## config.mk

```make
export PLATFORM = sky130hd
export DESIGN_NAME = dcp_wrr_dispatcher
export DESIGN_NICKNAME = d
export VERILOG_FILES = /design/src/rtl/dcp_wrr_dispatcher.sv
export SDC_FILE = /design/constraint.sdc
export NUM_CORES = 1
export LEC_CHECK = 0
export CAP_MARGIN = 5
export CORE_ASPECT_RATIO = 0.8
export CORE_MARGIN = 3
export CORE_UTILIZATION = 44
export CTS_BUF_LIST = sky130_fd_sc_hd__clkbuf_8
export DETAILED_ROUTE_END_ITERATION = 8
export PLACE_DENSITY = 0.71
export RECOVER_POWER = 50
export SYNTH_ARGS = -nofsm -noshare
export SYNTH_HDL_FRONTEND = slang
export SYNTH_SLANG_ARGS = --single-unit
```

## constraint.sdc

```tcl
create_clock -name iClk -period 3.1 [get_ports iClk]
set_clock_uncertainty 0.15 [all_clocks]
set_input_delay 0.31 -clock iClk [delete_from_list [all_inputs] [get_ports iClk]]
set_output_delay 0.31 -clock iClk [all_outputs]
set_load 0.02 [all_outputs]
```

## src/rtl/dcp_wrr_dispatcher.sv

```systemverilog
// Weighted round-robin fan-out: deals input beats to ARB_NUM outputs in a fixed
// weight-proportional order, each output backed by a one-entry registered buffer.
module dcp_wrr_dispatcher #(
  parameter int unsigned DW         = 8,
  parameter int unsigned ARB_NUM    = 8,
  parameter int unsigned WEIGHT_NUM = 8
) (
  input  logic                             iClk,
  input  logic                             iRst_n,
  input  logic                             iDcpInVld,
  input  logic [DW-1:0]                    iDcpInPld,
  output logic                             oDcpInRdy,
  output logic [ARB_NUM-1:0]               oDcpOutVld,
  output logic [ARB_NUM-1:0][DW-1:0]       oDcpOutPld,
  input  logic [ARB_NUM-1:0]               iDcpOutRdy,
  input  logic [ARB_NUM-1:0][$clog2(WEIGHT_NUM):0] iWeight,
  input  logic                             iWeightLoad
);

  localparam int unsigned WW = $clog2(WEIGHT_NUM) + 1;
  localparam int unsigned PW = (ARB_NUM > 1) ? $clog2(ARB_NUM) : 1;

  logic [ARB_NUM-1:0][WW-1:0] w_q,   w_d;
  logic [ARB_NUM-1:0][WW-1:0] cnt_q, cnt_d;
  logic [PW-1:0]              ptr_q, ptr_d;
  logic [ARB_NUM-1:0]         buf_vld_q, buf_vld_d;
  logic [ARB_NUM-1:0][DW-1:0] buf_pld_q, buf_pld_d;

  logic [ARB_NUM-1:0][WW-1:0] w_clamp;
  logic [PW-1:0]              load_ptr;
  logic [PW-1:0]              nxt_ptr;
  logic [PW-1:0]              cand;
  logic                       found;
  logic                       rdy;
  logic                       accept;

  // Clamp incoming weights and find the lowest output that will own the first turn.
  always_comb begin
    w_clamp  = '0;
    load_ptr = '0;
    for (int i = int'(ARB_NUM) - 1; i >= 0; i--) begin
      w_clamp[i] = (iWeight[i] > WW'(WEIGHT_NUM)) ? WW'(WEIGHT_NUM) : iWeight[i];
      if (w_clamp[i] != '0) load_ptr = PW'(i);
    end
  end

  // Next output with nonzero weight above ptr, wrapping; lands on ptr itself if it is the only one.
  always_comb begin
    nxt_ptr = ptr_q;
    found   = 1'b0;
    cand    = '0;
    for (int k = 1; k <= int'(ARB_NUM); k++) begin
      cand = PW'((int'(ptr_q) + k) % int'(ARB_NUM));
      if (!found && (w_q[cand] != '0)) begin
        nxt_ptr = cand;
        found   = 1'b1;
      end
    end
  end

  assign rdy    = !iWeightLoad && (w_q[ptr_q] != '0) &&
                  (!buf_vld_q[ptr_q] || iDcpOutRdy[ptr_q]);
  assign accept = iDcpInVld && rdy;

  always_comb begin
    w_d       = w_q;
    cnt_d     = cnt_q;
    ptr_d     = ptr_q;
    buf_vld_d = buf_vld_q;
    buf_pld_d = buf_pld_q;

    for (int i = 0; i < int'(ARB_NUM); i++) begin
      if (iDcpOutRdy[i]) buf_vld_d[i] = 1'b0;
    end

    // A refill overrides the drain of the same buffer so Vld stays high.
    if (accept) begin
      buf_vld_d[ptr_q] = 1'b1;
      buf_pld_d[ptr_q] = iDcpInPld;
      if ((cnt_q[ptr_q] + WW'(1)) == w_q[ptr_q]) begin
        cnt_d[ptr_q] = '0;
        ptr_d        = nxt_ptr;
      end else begin
        cnt_d[ptr_q] = cnt_q[ptr_q] + WW'(1);
      end
    end

    if (iWeightLoad) begin
      w_d   = w_clamp;
      cnt_d = '0;
      ptr_d = load_ptr;
    end
  end

  always_ff @(posedge iClk or negedge iRst_n) begin
    if (!iRst_n) begin
      for (int i = 0; i < int'(ARB_NUM); i++) w_q[i] <= WW'(1);
      cnt_q     <= '0;
      ptr_q     <= '0;
      buf_vld_q <= '0;
      buf_pld_q <= '0;
    end else begin
      w_q       <= w_d;
      cnt_q     <= cnt_d;
      ptr_q     <= ptr_d;
      buf_vld_q <= buf_vld_d;
      buf_pld_q <= buf_pld_d;
    end
  end

  assign oDcpInRdy  = rdy;
  assign oDcpOutVld = buf_vld_q;
  assign oDcpOutPld = buf_pld_q;

endmodule
```

======== Yosys cells after proc, flatten, opt, wreduce, memory -nomap -nowiden ========
Index checks and enable logic that the tools add are counted.
Widths: inputs -> output; s select.
operators by class
  add/subtract/negate cells ............... 9
  $lt $le $gt $ge ......................... 18
  equal/unequal tests ..................... 1
  muxes and demuxes ....................... 78
  bitwise operators ....................... 3
  reductions and logical operators ........ 42
operator list
  kind                 count
  $bmux 4 s3           10
  $mux 32              3
  $mux 4               19
  $reduce_bool 4->1    17
  $bwmux 64            1
  $mux 3               19
  $lt 3x4->1 const B   9
  $and 32x32->32       1
  $bwmux 32            1
  $gt 4x4->1 const B   8
  $not 32->32          1
  $demux 8 s3          1
  $mux 1               18
  $mux 8               2
  $add 3x3->3 const B  4
  $demux 4 s3          1
  $logic_and 1x1->1    11
  $logic_not 1->1      9
  $reduce_bool 9->1    1
  $or 8x8->8           1
  $add 3x1->3 const B  2
  $add 3x2->3 const B  2
  $bmux 1 s3           2
  $add 4x1->4 const B  1
  6 further kinds      7
storage, ports and cells
  flip-flop bits (word level) ............. 139
  bits of input ports ..................... 52
  output and inout bits ................... 73
  word-level logic and storage cells ...... 177

======== Longest topological paths before layout ========
  depth after elaboration ................. 29
  gate-level depth with buffers ........... 14

======== Least setup slack after synthesis ========
Ideal clock, no wire load.
  kind .................................... reg2reg
  start point ............................. reg ptr_q[0]
  end point ............................... reg ptr_q[2]
  library setup time ...................... 0.124 ns
  arrival time ............................ 2.929 ns
  setup slack ............................. -0.102 ns
  stages on the path, launching flop included .. 13
  path buffers ............................ 3
  path through ............................ dfrtp_1 > buf_2 > buf_6 > inv_2 > buf_2 > ha_1 > xor2_1 > nor2_1 > a222oi_1 > a211oi_2 > and4_1 > a221o_1 > o31a_1
on the way
  cells in the longest elaborated chain, start to end .. 29
  elaborated cells on any way between the ends .. 84
  those cells by class .................... add/sub: 9; eq/ne: 1; mux: 42; reduce/logical: 32
RTL lines
  what                          RTL line  source
  start: declaration            25        logic [PW-1:0] ptr_q, ptr_d;
  start signal: assignment      105       ptr_q <= ptr_d;
  $add 3x1->3                   53        cand = PW'((int'(ptr_q) + k) % int'(ARB_NUM));
  $bmux 4 s3                    54        if (!found && (w_q[cand] != '0)) begin
  $mux 4 (not written as such)  54
  $reduce_bool 4->1             54
  $mux 1                        54
  $logic_not 1->1               54
  $logic_and 1x1->1             54
  $mux 1                        54
  [13 not listed]               --
  $logic_and 1x1->1             54
  $mux 1                        54
  $logic_not 1->1               54
  $logic_and 1x1->1             54
  $mux 3                        54
  $mux 3                        80        if ((cnt_q[ptr_q] + WW'(1)) == w_q[ptr_q]) begin
  $mux 3                        77        if (accept) begin
  $mux 3                        88        if (iWeightLoad) begin
Several ways; a longest one is shown, not always the timed one. The select of a mux whose other input is x is not followed.
A chain may end at the register's enable or synchronous reset.

======== Final worst setup path ========
  start point ............................. reg w_q[17] in the netlist's numbering
  end point ............................... reg ptr_q[2]
on the way
  cells in the longest elaborated chain, start to end .. 28
  elaborated cells on any way between the ends .. 66
  those cells by class .................... eq/ne: 1; mux: 35; reduce/logical: 30
RTL lines
  what                          RTL line  source
  start: declaration            23        logic [ARB_NUM-1:0][WW-1:0] w_q, w_d;
  start signal: assignment      103       w_q <= w_d;
  $bmux 4 s3                    54
  $mux 4 (not written as such)  54
  $reduce_bool 4->1             54
  $mux 1                        54
  $logic_not 1->1               54
  $logic_and 1x1->1             54
  $mux 1                        54
  $logic_not 1->1               54
  [12 not listed]               --
  $logic_and 1x1->1             54
  $mux 1                        54
  $logic_not 1->1               54
  $logic_and 1x1->1             54
  $mux 3                        54
  $mux 3                        80
  $mux 3                        77
  $mux 3                        88
Several ways; a longest one is shown, not always the timed one. The select of a mux whose other input is x is not followed.

==> impl_metrics.yaml <==
timing:
  fin_hold_ws_ns: 0.1138
  setup_tns_ns: 0
  setup_violations: 0
  period_share_pct: 98.14
  worst_pin_slew_ns: 1.556
  rsz0062_at_grt: "true"
  relSlewSlack_pct: -3.761
  slew_violations: 41
  hold_viol_final: 0
  fin_crit_ns: 3.042
  fin_ws_ns: 0.05751
  max_freq_mhz: 328.7
grt:
  grt_pass1_vias: 5979
  antenna_found_initial: 0
  grt.total_usage_pct: 22.55
  grt-ovfl-total: 0
  grt_first_pass_wirelength_um: 31770
  grt_max_degree: 51
place:
  post-place-cells: 1004
  io_buffers: 124
  dp_hpwl_um: 14620
  place.gp.congestion: 0.8684
  pre_cts_slack_ns: -0.05589
synth:
  synthesis.area_um2: 7274
  synth_cells: 629
  synth_warnings: 0
  synth_top_area_share_pct: 45.06
  synthesis.nets: 688
  ys_seq_area_share_pct: 47.95
  synthArstFlopShare_pct: 100.0
  synth_cell_types: 61
  synth_area_leader_cell: "dfrtp_1"
  synthFlopType: "dfrtp_1"
  syn_area_per_cell_um2: 11.57
  synth_edf_count: 0
  synth-seq-cells: 139
  synthTopCellsByArea: "dfrtp_1 (45%), mux2_2 (12%), mux2i_1 (6.5%), mux4_2 (3.7%), mux4_1 (3.6%)"
cells_and_area:
  fin_cells: 1046
  layout_common_cells: "dfrtp_1 (130), clkdlybuf4s50_1 (121), mux2_2 (76)"
  final_util_pct: 62.37
  final-seq-area_um2: 3490
  fillerInstances: 1241
  syn2layout_area_growth_pct: 37.24
  final_common_cell: "dfrtp_1"
  diodes: 0
  multi_input_area_um2: 3736
  nNetsFinal: 877
  drive_gt1_share_pct: 29.24
floorplanning:
  die_x_um: 149.8
  start_util_pct: 45.45
  dieArea_um2: 18120
  rows: 41
  core_um2: 16010
  die_height_um: 121.0
  io_pins: 125
power_and_ir_drop:
  leakagePower_nw: 4.438
  peakVddDrop_mv: 0.3631
  powerDensity_nw_per_um2: 817.9
critical_path:
  crit_required_ns: 3.27
  endpoint_kind: "flip-flop"
  critPathKind: "flip-flop to flip-flop"
  r2r_start: "w_q[17]"
  worstPathCellList: "or4_4 -> mux2_4 -> mux4_2 -> a211oi_2 -> and4_4 -> nor2_1 -> nor4b_4 -> o31a_1"
  critPathLaunch: "w_q[17]"
  crit_path_max_fanout: 4
  slowest_stage: "or4_4"
  cp.arrival_ns: 3.21
  max_stage_delay_ns: 0.58
  start_kind: "flip-flop"
routing:
  drt_iter0_drc: 487
  vias: 5876
  drc: 0
  drt_first_pass_iters: 5
  detail-route-antenna-nets: 0
  wirelength_um: 20020
  wl_per_cell_um: 19.14
  vias_per_cell: 5.618
job:
  maxCapViolations: 1
clock_network:
  path_clk_slew_ns: 0.08
  cts_buffer_depth: 2
  clk_latency_ns: 0.44
  htree_levels: 4
  root_buffer: "clkbuf_8"
  clock_sinks: 139
  cts_made_buffers: 17
  cts_tree: "built"
outcome:
  violations: "capacitance limit, slew limit"
  outcome: "complete, but fails checks"
worst_hold_path:
  worstHoldStart: "iWeightLoad"
  hold_path_class: "input pin to flip-flop"
## kinds of logic after synthesis
| family | count (synthesis) | synth area share (%) |
|---|---|---|
| adders and majority gates | 7 | 1.204 |
| xor gates and xnor gates | 9 | 1.187 |
| and+or+nand+nor | 194 | 13.07 |
| buffers and inverters | 60 | 3.629 |
| DFF | 139 | 47.95 |
| AOI/OAI and AO/OA | 74 | 7.241 |
| muxes | 146 | 25.71 |
## stage by stage
step / power, W / area, um2
after floorplan: 0.004681 / 7305
after global placement: 0.006362 / 9289
after detailed placement: 0.006468 / 9289
after CTS: 0.007952 / 9717
after global routing: 0.008588 / 9983
final: 0.008166 / 9983
## per-layer routing
metal	vias to the layer above	GRT usage (%)	routed length, um
met5	-	0	0
met4	0	5.657	119
met3	10	3.958	1217
met2	212	36.38	9500
met1	2970	31.92	9186
li1	2684	-	-
## sequential cells by signal, indices dropped and copies added, names as in the netlist
signal	flops
oDcpOutPld	64
oDcpOutVld	8
cnt_q	32
ptr_q	3
w_q	32
## path summary, 6_finish.rpt
kind,to,slack [ns],cells after the start
min in group asynchronous,w_q[27],0.52,2
worst min register to register,oDcpOutPld[59],0.36,1
worst max register to register,ptr_q[2],0.06,8
worst min-delay path,w_q[0],0.11,3
worst max-delay path,ptr_q[2],0.06,8
max in group asynchronous,oDcpOutVld[4],1.19,3
## power breakdown
part / switching (W) / internal (W)
Clock: 0.000681 / 0.000772
Sequential: 0.000289 / 0.00228
Combinational: 0.00209 / 0.00206
## cells in the mapped netlist (all sizes together) (2+ instances only)
cell,instances
clkbuf,10
a21o,2
a22oi,6
nand2,54
a211o,4
nand2b,10
nand4,5
a31oi,3
xnor2,6
xor2,3
o21ai,2
mux2,77
nor3,13
a22o,2
inv,29
mux4,22
a21oi,13
mux2i,47
and2,7
o22ai,26
and3,5
a211oi,2
nor4,11
dfrtp,131
or4,8
nor2b,4
ha,7
a21boi,3
buf,21
nand3,11
a221o,2
nor2,60
dfstp,8
## cell type report
type / count / area share, %
multi-input cells: 431 / 37.42
flip-flops and latches: 139 / 34.95
well taps: 215 / 2.695
clock inverters: 12 / 1.228
repair buffers: 200 / 19.81
clock buffers: 20 / 2.757
inverters: 29 / 1.128
## worst max-delay path: cells and delay by family (launching register included)
| family | cells | cell delay, ns |
|---|---|---|
| AND/OR/NAND/NOR | 4 | 1.09 |
| multiplexers | 2 | 0.79 |
| AO/OA/AOI/OAI | 2 | 0.51 |
| flip-flops | 1 | 0.39 |
## repair_timing
action / 4_1_cts / 5_1_grt
cloned: 0 / 2
endpoints found under the hold margin: 34 / 0
setup buffers: 2 / 5
hold buffers: 1 / 0
pin swaps: 1 / 11
resized for setup: 7 / 34
endpoints found under the setup margin: 12 / 100
Note: power is estimated with default switching activity, not from simulation.
